`src/rtl/floor_scheduler.sv`:
```
// floor_scheduler
//   Collective (SCAN-style) call scheduler for a 3-floor car.
//   Latches car/hall call pulses into a request register. Chooses the travel
//   direction and drives registered motor commands. Times the door dwell at
//   every serviced floor.
//
//   Ports
//     clk        system clock, all state changes on the rising edge
//     rst_n      asynchronous reset, active HIGH despite the name
//     story      current floor 1..3; 0 (or 4..7) means between floors
//     call_in    car-call pulses, bit0 = floor 1 .. bit2 = floor 3
//     call_up    hall-up pulses, bit0 = floor 1, bit1 = floor 2
//     call_dn    hall-down pulses, bit0 = floor 2, bit1 = floor 3
//     turn_up    motor up command (registered)
//     turn_down  motor down command (registered)
//     door_open  door open (registered)
//     dir_up     committed direction, 1 = up
//     req_lamp   latched requests {call_dn[1:0], call_up[1:0], call_in[2:0]}
//     fault      travel-timeout fault
//
//   Optional feature macro: TRAVEL_TIMEOUT_EN
//     When defined, a stall counter runs while the car should be moving
//     (SEEK / MOVE_UP / MOVE_DOWN). It restarts on every change of story.
//     Reaching TIMEOUT_CYCLES locks the block in FAULT until reset.
//     When undefined, fault is tied to 0.
module floor_scheduler #(
    parameter int unsigned DOOR_CYCLES    = 50000000,
    parameter int unsigned TIMEOUT_CYCLES = 500000000
) (
    input  logic       clk,
    input  logic       rst_n,
    input  logic [2:0] story,
    input  logic [2:0] call_in,
    input  logic [1:0] call_up,
    input  logic [1:0] call_dn,
    output logic       turn_up,
    output logic       turn_down,
    output logic       door_open,
    output logic       dir_up,
    output logic [6:0] req_lamp,
    output logic       fault
);
    localparam int DW = $clog2(DOOR_CYCLES);

`ifdef TRAVEL_TIMEOUT_EN
    localparam int TW = $clog2(TIMEOUT_CYCLES);
    typedef enum logic [2:0] {SEEK, IDLE, MOVE_UP, MOVE_DOWN, DOOR, FAULT} state_t;
`else
    typedef enum logic [2:0] {SEEK, IDLE, MOVE_UP, MOVE_DOWN, DOOR} state_t;
`endif

    state_t          state_q, state_d;
    logic [6:0]      req_q, req_d;
    logic            dir_q, dir_d;
    logic [DW-1:0]   door_cnt_q, door_cnt_d;
    logic            turn_up_q, turn_up_d;
    logic            turn_down_q, turn_down_d;
    logic            door_open_q, door_open_d;

    // Position decode: illegal sensor codes are treated as "between floors".
    logic [1:0] floor_now;
    logic [2:0] at_f;
    assign floor_now = (story >= 3'd1 && story <= 3'd3) ? story[1:0] : 2'd0;
    assign at_f      = (floor_now == 2'd0) ? 3'b000 : (3'b001 << (floor_now - 2'd1));

    // Decisions see this cycle's pulses, so a call acts on the same edge
    // that lights its lamp.
    logic [6:0] req_eff;
    assign req_eff = req_q | {call_dn, call_up, call_in};

    // Per-floor views of the request set (index 0 = floor 1).
    logic [2:0] car_f, up_f, dn_f, fr;
    for (genvar gi = 0; gi < 3; gi++) begin : g_floor
        assign car_f[gi] = req_eff[gi];
        if (gi < 2) begin : g_up
            assign up_f[gi] = req_eff[3 + gi];
        end else begin : g_no_up
            assign up_f[gi] = 1'b0;
        end
        if (gi > 0) begin : g_dn
            assign dn_f[gi] = req_eff[4 + gi];
        end else begin : g_no_dn
            assign dn_f[gi] = 1'b0;
        end
        assign fr[gi] = car_f[gi] | up_f[gi] | dn_f[gi];
    end

    logic [2:0] above_mask, below_mask;
    logic       above_any, below_any, beyond;
    logic       car_here, up_here, dn_here, dir_hall, opp_hall;
    logic       serviceable, flip, clear_up, clear_dn;
    logic [6:0] svc_clear;

    assign above_mask  = ~(at_f | (at_f - 3'd1));
    assign below_mask  = at_f - 3'd1;
    assign above_any   = |(fr & above_mask);
    assign below_any   = |(fr & below_mask);
    assign beyond      = dir_q ? above_any : below_any;
    assign car_here    = |(car_f & at_f);
    assign up_here     = |(up_f & at_f);
    assign dn_here     = |(dn_f & at_f);
    assign dir_hall    = dir_q ? up_here : dn_here;
    assign opp_hall    = dir_q ? dn_here : up_here;
    assign serviceable = car_here | dir_hall | (opp_hall & ~beyond);
    // Answering the opposite hall call means the car turns around here:
    // the direction flips and that hall call is the one cleared.
    assign flip        = opp_hall & ~dir_hall & ~beyond;
    assign clear_up    = dir_q | flip;
    assign clear_dn    = ~dir_q | flip;
    assign svc_clear   = {clear_dn ? at_f[2:1] : 2'b00,
                          clear_up ? at_f[1:0] : 2'b00,
                          at_f};

    logic tmo_hit;
    logic take_service;

`ifdef TRAVEL_TIMEOUT_EN
    logic [TW-1:0] tmo_q, tmo_d;
    logic [1:0]    story_prev_q, story_prev_d;
    logic          fault_q, fault_d;

    always_comb begin
        tmo_d        = '0;
        story_prev_d = floor_now;
        tmo_hit      = 1'b0;
        if (state_q == SEEK || state_q == MOVE_UP || state_q == MOVE_DOWN) begin
            if (floor_now != story_prev_q) begin
                tmo_d = '0;
            end else if (tmo_q == TW'(TIMEOUT_CYCLES - 1)) begin
                tmo_hit = 1'b1;
            end else begin
                tmo_d = tmo_q + TW'(1);
            end
        end
    end
`else
    assign tmo_hit = 1'b0;
`endif

    always_comb begin
        state_d      = state_q;
        req_d        = req_eff;
        dir_d        = dir_q;
        door_cnt_d   = door_cnt_q;
        take_service = 1'b0;
        case (state_q)
            SEEK: begin
                if (floor_now != 2'd0) state_d = IDLE;
            end
            IDLE: begin
                if (floor_now == 2'd0) begin
                    state_d = SEEK;
                end else if (serviceable) begin
                    take_service = 1'b1;
                end else if (above_any && below_any) begin
                    state_d = dir_q ? MOVE_UP : MOVE_DOWN;
                end else if (above_any) begin
                    state_d = MOVE_UP;
                    dir_d   = 1'b1;
                end else if (below_any) begin
                    state_d = MOVE_DOWN;
                    dir_d   = 1'b0;
                end
            end
            MOVE_UP: begin
                if (serviceable)              take_service = 1'b1;
                else if (floor_now == 2'd3)   state_d = IDLE;
            end
            MOVE_DOWN: begin
                if (serviceable)              take_service = 1'b1;
                else if (floor_now == 2'd1)   state_d = IDLE;
            end
            DOOR: begin
                if (serviceable)                  take_service = 1'b1;
                else if (door_cnt_q == '0)        state_d = IDLE;
                else                              door_cnt_d = door_cnt_q - DW'(1);
            end
`ifdef TRAVEL_TIMEOUT_EN
            FAULT: begin
                req_d = req_q;
            end
`endif
            default: state_d = SEEK;
        endcase

        if (take_service) begin
            state_d    = DOOR;
            req_d      = req_eff & ~svc_clear;
            door_cnt_d = DW'(DOOR_CYCLES - 1);
            if (flip) dir_d = ~dir_q;
        end

`ifdef TRAVEL_TIMEOUT_EN
        if (tmo_hit) begin
            state_d    = FAULT;
            req_d      = req_eff;
            dir_d      = dir_q;
            door_cnt_d = door_cnt_q;
        end
`endif
    end

    // Outputs follow the next state, so the turn command drops on the same
    // edge the car is told to stop, and the three are mutually exclusive.
    assign turn_up_d   = (state_d == MOVE_UP);
    assign turn_down_d = (state_d == MOVE_DOWN) || (state_d == SEEK);
    assign door_open_d = (state_d == DOOR);

    always_ff @(posedge clk or posedge rst_n) begin
        if (rst_n) begin
            state_q     <= SEEK;
            req_q       <= '0;
            dir_q       <= 1'b0;
            door_cnt_q  <= '0;
            turn_up_q   <= 1'b0;
            turn_down_q <= 1'b0;
            door_open_q <= 1'b0;
        end else begin
            state_q     <= state_d;
            req_q       <= req_d;
            dir_q       <= dir_d;
            door_cnt_q  <= door_cnt_d;
            turn_up_q   <= turn_up_d;
            turn_down_q <= turn_down_d;
            door_open_q <= door_open_d;
        end
    end

`ifdef TRAVEL_TIMEOUT_EN
    assign fault_d = (state_d == FAULT);

    always_ff @(posedge clk or posedge rst_n) begin
        if (rst_n) begin
            tmo_q        <= '0;
            story_prev_q <= '0;
            fault_q      <= 1'b0;
        end else begin
            tmo_q        <= tmo_d;
            story_prev_q <= story_prev_d;
            fault_q      <= fault_d;
        end
    end

    assign fault = fault_q;
`else
    assign fault = 1'b0;
`endif

    assign turn_up   = turn_up_q;
    assign turn_down = turn_down_q;
    assign door_open = door_open_q;
    assign dir_up    = dir_q;
    assign req_lamp  = req_q;

endmodule
```
`config.mk`:
```
export PLATFORM = sky130hd
export DESIGN_NAME = floor_scheduler
export DESIGN_NICKNAME = d
export VERILOG_FILES = /design/src/rtl/floor_scheduler.sv
export SDC_FILE = /design/constraint.sdc
export NUM_CORES = 1
export LEC_CHECK = 0
export ABC_AREA = 1
export CAP_MARGIN = 10
export CORE_ASPECT_RATIO = 1.75
export CORE_MARGIN = 10
export CORE_UTILIZATION = 59
export CTS_BUF_LIST = sky130_fd_sc_hd__clkbuf_8
export DETAILED_ROUTE_END_ITERATION = 6
export PLACE_DENSITY = 0.82
export REMOVE_ABC_BUFFERS = 1
export SLEW_MARGIN = 20
export SYNTH_ARGS = -nofsm -noshare
export SYNTH_HDL_FRONTEND = slang
export SYNTH_SLANG_ARGS = --single-unit
```
`constraint.sdc`:
```
create_clock -name clk -period 2.3 [get_ports clk]
set_input_delay 0.345 -clock clk [delete_from_list [all_inputs] [get_ports clk]]
set_output_delay 0.345 -clock clk [all_outputs]
set_load 0.03 [all_outputs]
```
==> impl_metrics.json, run 1 <==
{
  "gp_congestion": 0.945,
  "rows": 31,
  "critical_path_class": "reg -> reg",
  "met1_usage": 0.189,
  "comb_power_share": 0.432,
  "insertedDiodeCount": 0,
  "p_per_area_nw_per_um2": 790,
  "grt.busiest_layer": "met2",
  "overflow": 0,
  "syn_area_per_cell_sq_um": 7.36,
  "worstHoldPathType": "in -> async",
  "syn_inst": 334,
  "drtAntennaViolNets": 0,
  "drt-total-wl_um": 7260,
  "synth-main-ff-cell": "dfrtp_1",
  "use_met3": 0.0403,
  "yosys_warnings": 0,
  "fin_area_sq_um": 3220,
  "clk_pin_slew_ps": 80,
  "worst_pin_slew_ps": 568,
  "clock_sinks": 40,
  "track_usage": 0.205,
  "syn_area_sq_um": 2460,
  "drive_above_1_share": 0.204,
  "portBuffers": 22,
  "status": "complete, no violations",
  "dieArea_sq_um": 7250,
  "cts_buffers": 5,
  "slew_headroom": 0.618,
  "path_max_fanout": 8,
  "seqCellArea_sq_um": 1000,
  "core_area_sq_um": 4070,
  "clock_skew_ps": 8.10,
  "clkLatencyLatePin_ps": 300,
  "maxClockFrequency_ghz": 0.474,
  "swShare": 0.404,
  "routedWlPerCell_um": 16.3,
  "initial_core_util": 0.604,
  "grt_max_degree": 41,
  "utilization": 0.790,
  "num_io_pins": 24,
  "cts_hold_buf": 0,
  "use_met2": 0.361,
  "synth_seq_cells": 40,
  "worstPathRequired_ps": 2480,
  "cap_violations": 0,
  "grt_pass1_wl_um": 11500,
  "drt_first_iter_violations": 109,
  "clockRootBuffer": "clkbuf_8",
  "irDropWorstVdd_uv": 530,
  "placed_area_sq_um": 2970,
  "cts_buffer_depth": 2,
  "drc_errors": 0,
  "endpoint_kind": "register",
  "multi_input_area_sq_um": 1340,
  "async_flop_share": 1.00,
  "area_delta_synth_final_pct": 30.8,
  "clockPowerShare": 0.226,
  "hold_violations": 0,
  "via_count": 2529,
  "grt_pass1_vias": 2599,
  "period_needed_ps": 2110,
  "dpl.hpwl_um": 5500,
  "route.detailed.vias_per_inst": 5.67,
  "antenna_found_initial": 0,
  "p_seq_frac": 0.343,
  "rsz0062_at_grt": "false",
  "fillers": 301,
  "dr.pass1.iters": 4,
  "p_leak_uw": 0.00154,
  "synth_cell_types": 35,
  "cts_tree": "yes",
  "drv_slew": 0,
  "p_total_uw": 2540,
  "fp.dieH_um": 105,
  "netSwitchingPower_uw": 1030,
  "nets": 416,
  "min_period_over_period": 0.917,
  "ys_seq_area_frac": 0.407,
  "internal-power_uw": 1510,
  "setup_violations": 0,
  "cp.arrival_ps": 2290,
  "cts-htree-levels": 2,
  "startpoint_type": "register",
  "die_w_um": 68.8,
  "synth-edff-count": 0
}
cell usage after synthesis, types with 2 or more instances:
library cell / instances / share of area
nand3_1: 24 / 0.049
nor4_1: 3 / 0.0076
nor3_1: 6 / 0.012
nand3b_1: 2 / 0.0061
inv_2: 4 / 0.0061
nand2_2: 4 / 0.010
inv_1: 42 / 0.064
nor2_1: 53 / 0.081
a31oi_1: 5 / 0.013
buf_2: 3 / 0.0061
dfrtp_1: 40 / 0.41
a21oi_1: 14 / 0.028
xor2_1: 2 / 0.0071
o21ai_1: 7 / 0.014
nand3_4: 2 / 0.014
ha_1: 8 / 0.041
nor2_2: 3 / 0.0076
o21ai_0: 17 / 0.035
nand4_1: 11 / 0.028
nand2_1: 68 / 0.10
a21o_1: 2 / 0.0061
cells in the final DEF (no fill, tap or decap), types with 2 or more instances in the layout:
master	Yosys	layout
inv_2	4	5
nor2_1	53	52
o21ai_0	17	14
ha_2	0	2
o21ai_1	7	9
nand3_1	24	22
a21o_1	2	2
dfrtp_1	40	40
nand2_4	0	3
a21oi_1	14	13
clkdlybuf4s50_1	0	19
nand2_1	68	64
inv_1	42	40
nor2_2	3	3
nand3b_1	2	2
nor3_1	6	5
a31oi_1	5	5
nor2_4	1	2
nand3_4	2	2
buf_4	1	35
dlymetal6s2s_1	0	3
inv_4	0	2
buf_6	1	2
xor2_1	2	2
nor3_2	1	2
nand3_2	0	2
ha_4	0	2
o21ai_2	1	2
ha_1	8	4
nand4_1	11	11
nor4_1	3	3
nand2_2	4	5
clkbuf_8	0	5
flip-flops by register name, indices dropped and copies added, names as in the netlist:
| name | cells |
|---|---|
| dir_up | 1 |
| turn_down | 1 |
| state_q | 3 |
| req_lamp | 7 |
| door_cnt_q | 26 |
| door_open | 1 |
| turn_up | 1 |
path summary, 6_finish.rpt:
| kind | from | endpoint | slack [ps] | cells past startpoint |
|---|---|---|---|---|
| worst max-delay path | door_cnt_q[8]$_DFFE_PP0P_ | door_cnt_q[11]$_DFFE_PP0P_ | 190 | 12 |
| worst min-delay path | rst_n | door_cnt_q[2]$_DFFE_PP0P_ | 480 | 3 |
| worst max register to register | door_cnt_q[8]$_DFFE_PP0P_ | door_cnt_q[11]$_DFFE_PP0P_ | 190 | 12 |
| worst min register to register | door_cnt_q[23]$_DFFE_PP0P_ | door_cnt_q[23]$_DFFE_PP0P_ | 490 | 1 |
| max in group asynchronous | rst_n | door_cnt_q[16]$_DFFE_PP0P_ | 1470 | 3 |
| min in group clk | door_cnt_q[23]$_DFFE_PP0P_ | door_cnt_q[23]$_DFFE_PP0P_ | 490 | 1 |
final cells by class:
cell class,instances,area share
Inverter,46,0.0552
Clock buffer,5,0.0214
Clock inverter,3,0.0121
Sequential cell,40,0.311
Tap cell,49,0.0191
Timing Repair Buffer,60,0.166
Multi-Input combinational cell,243,0.415
through the flow:
stage / instances / setup TNS [ps] / setup slack [ps] / hold slack, ps
global placement: 434 / -8310 / -317 / 464
detailed placement: 434 / -13260 / -440 / 466
floorplan: 329 / 0 / 197 / 446
finish: 446 / 0 / 191 / 477
global route: 446 / 0 / 33.1 / 499
CTS: 444 / 0 / 1.20 / 483
power by group through the flow:
stage	clock network (uW)	registers (uW)	logic (uW)
global placement	0	880	1010
floorplan	0	956	522
CTS	579	867	1070
finish	574	870	1100
detailed placement	0	882	1030
global route	606	882	1190
critical path, stage by stage (launching register included):
cell	delay [ps]
dfrtp_1	430
nor2_1	210
nand2_1	130
nor2_1	150
nand2_1	100
nor3_2	230
nor2_2	80
nand3_4	160
nor2_4	70
buf_4	140
buf_4	130
o21ai_1	110
a21oi_1	50
kinds of logic after synthesis:
logic type / share of synthesized area
other cells: 0.00153
xor+xnor: 0.0107
compound gates: 0.112
simple gates: 0.344
buf+inv: 0.0840
fa+ha+maj: 0.0407
flops: 0.407
per-layer routing:
layer | wire, um | share of wire
met1 | 2370 | 0.33
met2 | 3930 | 0.54
met3 | 380 | 0.052
met4 | 570 | 0.079
met5 | 0 | 0
what timing repair did:
item | CTS | global route
setup buffers | 2 | 2
pin swaps | 5 | 10
gates resized for setup | 12 | 20
setup endpoints to repair | 24 | 36
(Power assumes the default switching activity.)
==> run 2: changes to the inputs <==
--- a/config.mk
+++ b/config.mk
@@ -8,12 +8,13 @@
 export ABC_AREA = 1
 export CAP_MARGIN = 10
 export CORE_ASPECT_RATIO = 1.75
-export CORE_MARGIN = 10
+export CORE_MARGIN = 1.5
 export CORE_UTILIZATION = 59
 export CTS_BUF_LIST = sky130_fd_sc_hd__clkbuf_8
 export DETAILED_ROUTE_END_ITERATION = 6
 export PLACE_DENSITY = 0.82
 export REMOVE_ABC_BUFFERS = 1
+export SKIP_LAST_GASP = 1
 export SLEW_MARGIN = 20
 export SYNTH_ARGS = -nofsm -noshare
 export SYNTH_HDL_FRONTEND = slang
==> impl_metrics.json, run 2 (same netlist as run 1, synthesis figures left out) <==
{
  "endpoint_kind": "register",
  "finalSetupTns_ps": 0,
  "irDropWorstVdd_uv": 611,
  "dr.pass1.iters": 5,
  "fp.dieH_um": 88.4,
  "netSwitchingPower_uw": 1070,
  "initial_core_util": 0.624,
  "routedWlPerCell_um": 16.3,
  "clockRootBuffer": "clkbuf_8",
  "cp.arrival_ps": 2270,
  "utilization": 0.827,
  "r2r_end": "door_cnt_q[11]$_DFFE_PP0P_",
  "via_count": 2592,
  "cts-htree-levels": 2,
  "nets": 421,
  "worstHoldPathType": "in -> async",
  "drt-total-wl_um": 7350,
  "slew_headroom": 0.611,
  "hold_violations": 0,
  "clock_sinks": 40,
  "grt_max_degree": 41,
  "final_common_cell": "nand2_1",
  "r2r_slack_ps": 210,
  "worstReg2RegStart": "door_cnt_q[14]$_DFFE_PP0P_",
  "multi_input_area_sq_um": 1340,
  "portBuffers": 22,
  "dpl.hpwl_um": 5390,
  "insertedDiodeCount": 0,
  "grt_pass1_vias": 2686,
  "cap_violations": 0,
  "route.detailed.vias_per_inst": 5.76,
  "cts_tree": "yes",
  "antenna_found_initial": 0,
  "clk_pin_slew_ps": 80,
  "seqCellArea_sq_um": 1000,
  "dieArea_sq_um": 4580,
  "swShare": 0.401,
  "drtAntennaViolNets": 0,
  "min_period_over_period": 0.910,
  "regMostFlops": "door_cnt_q",
  "num_io_pins": 24,
  "rows": 30,
  "final_cell_mix": "nand2_1 (65), nor2_1 (52), dfrtp_1 (40), buf_4 (40), inv_1 (39)",
  "grt_pass1_wl_um": 11800,
  "fillers": 265,
  "drv_slew": 0,
  "startpoint_type": "register",
  "path_max_fanout": 7,
  "rsz0062_at_grt": "false",
  "crit_start": "door_cnt_q[14]$_DFFE_PP0P_",
  "period_needed_ps": 2090,
  "cts_buffer_depth": 2,
  "maxClockFrequency_ghz": 0.478,
  "drive_above_1_share": 0.209,
  "clock_skew_ps": 7.01,
  "comb_power_share": 0.461,
  "track_usage": 0.356,
  "cts_buffers": 5,
  "worst_pin_slew_ps": 578,
  "core_area_sq_um": 3940,
  "internal-power_uw": 1590,
  "drc_errors": 0,
  "critical_path_class": "reg -> reg",
  "ff2ff_path_depth": 12,
  "die_w_um": 51.8,
  "p_per_area_nw_per_um2": 815,
  "p_seq_frac": 0.328,
  "largest_reg_flops": 26,
  "drt_first_iter_violations": 99,
  "p_leak_uw": 0.00158,
  "overflow": 0,
  "gp_congestion": 0.925,
  "clockPowerShare": 0.211,
  "setup_violations": 0,
  "clkLatencyLatePin_ps": 300,
  "worstPathRequired_ps": 2480,
  "area_delta_synth_final_pct": 32.5,
  "status": "complete, no violations"
}
run 2: final cells by class:
cell class | instances | area share
Tap cell | 48 | 0.0184
Inverter | 46 | 0.0545
Clock buffer | 5 | 0.0211
Multi-Input combinational cell | 243 | 0.412
Clock inverter | 3 | 0.0119
Timing Repair Buffer | 65 | 0.175
Sequential cell | 40 | 0.307
run 2: critical path, stage by stage, from the launching register on:
cell	delay, ps
dfrtp_1	410
nor2_1	210
nand2_1	110
nor2_1	170
nand2_1	130
nor3_4	200
nor2_2	80
nand3_4	140
nor2_4	70
buf_4	130
buf_4	130
o21ai_0	150
a21oi_1	60
run 2: worst max-delay path by stage:
stage                            endpoint  slack, ps  cells past startpoint
6_report       door_cnt_q[11]$_DFFE_PP0P_        210                     12
2_1_floorplan  door_cnt_q[13]$_DFFE_PP0P_        200                     12
4_1_cts         door_cnt_q[5]$_DFFE_PP0P_          9                     14
3_5_place_dp   door_cnt_q[19]$_DFFE_PP0P_       -460                     13
3_3_place_gp   door_cnt_q[19]$_DFFE_PP0P_       -330                     13
5_1_grt         door_cnt_q[9]$_DFFE_PP0P_         40                     13
run 2: stage by stage:
step	hold slack [ps]	area [sq um]	total power, uW	setup WS (ps)	std cells
after floorplan	446	2420	1480	197	329
after global placement	460	2990	1930	-331	435
after detailed placement	467	2990	1970	-460	435
after CTS	483	3170	2580	9.22	446
after global routing	489	3260	2800	43.3	450
final	462	3260	2660	207	450
run 2: routing by layer:
layer	up-vias	global-route usage	wire (um)
met3	46	0.0473	267
met4	0	0.301	553
met5	-	0	0
met2	114	0.662	4040
met1	1204	0.325	2480
li1	1228	-	-
run 2: what timing repair did:
item,CTS,global route
pin swaps,5,12
resized for setup,15,16
setup endpoints to repair,21,35
setup buffers,3,4
hold buffers,0,0
run 2: power groups by stage:
stage | sequential (uW) | combinational (uW) | clock, uW
4_1_cts | 868 | 1140 | 568
3_5_place_dp | 885 | 1090 | 0
5_1_grt | 881 | 1320 | 593
3_3_place_gp | 878 | 1050 | 0
2_1_floorplan | 956 | 522 | 0
6_report | 872 | 1230 | 559
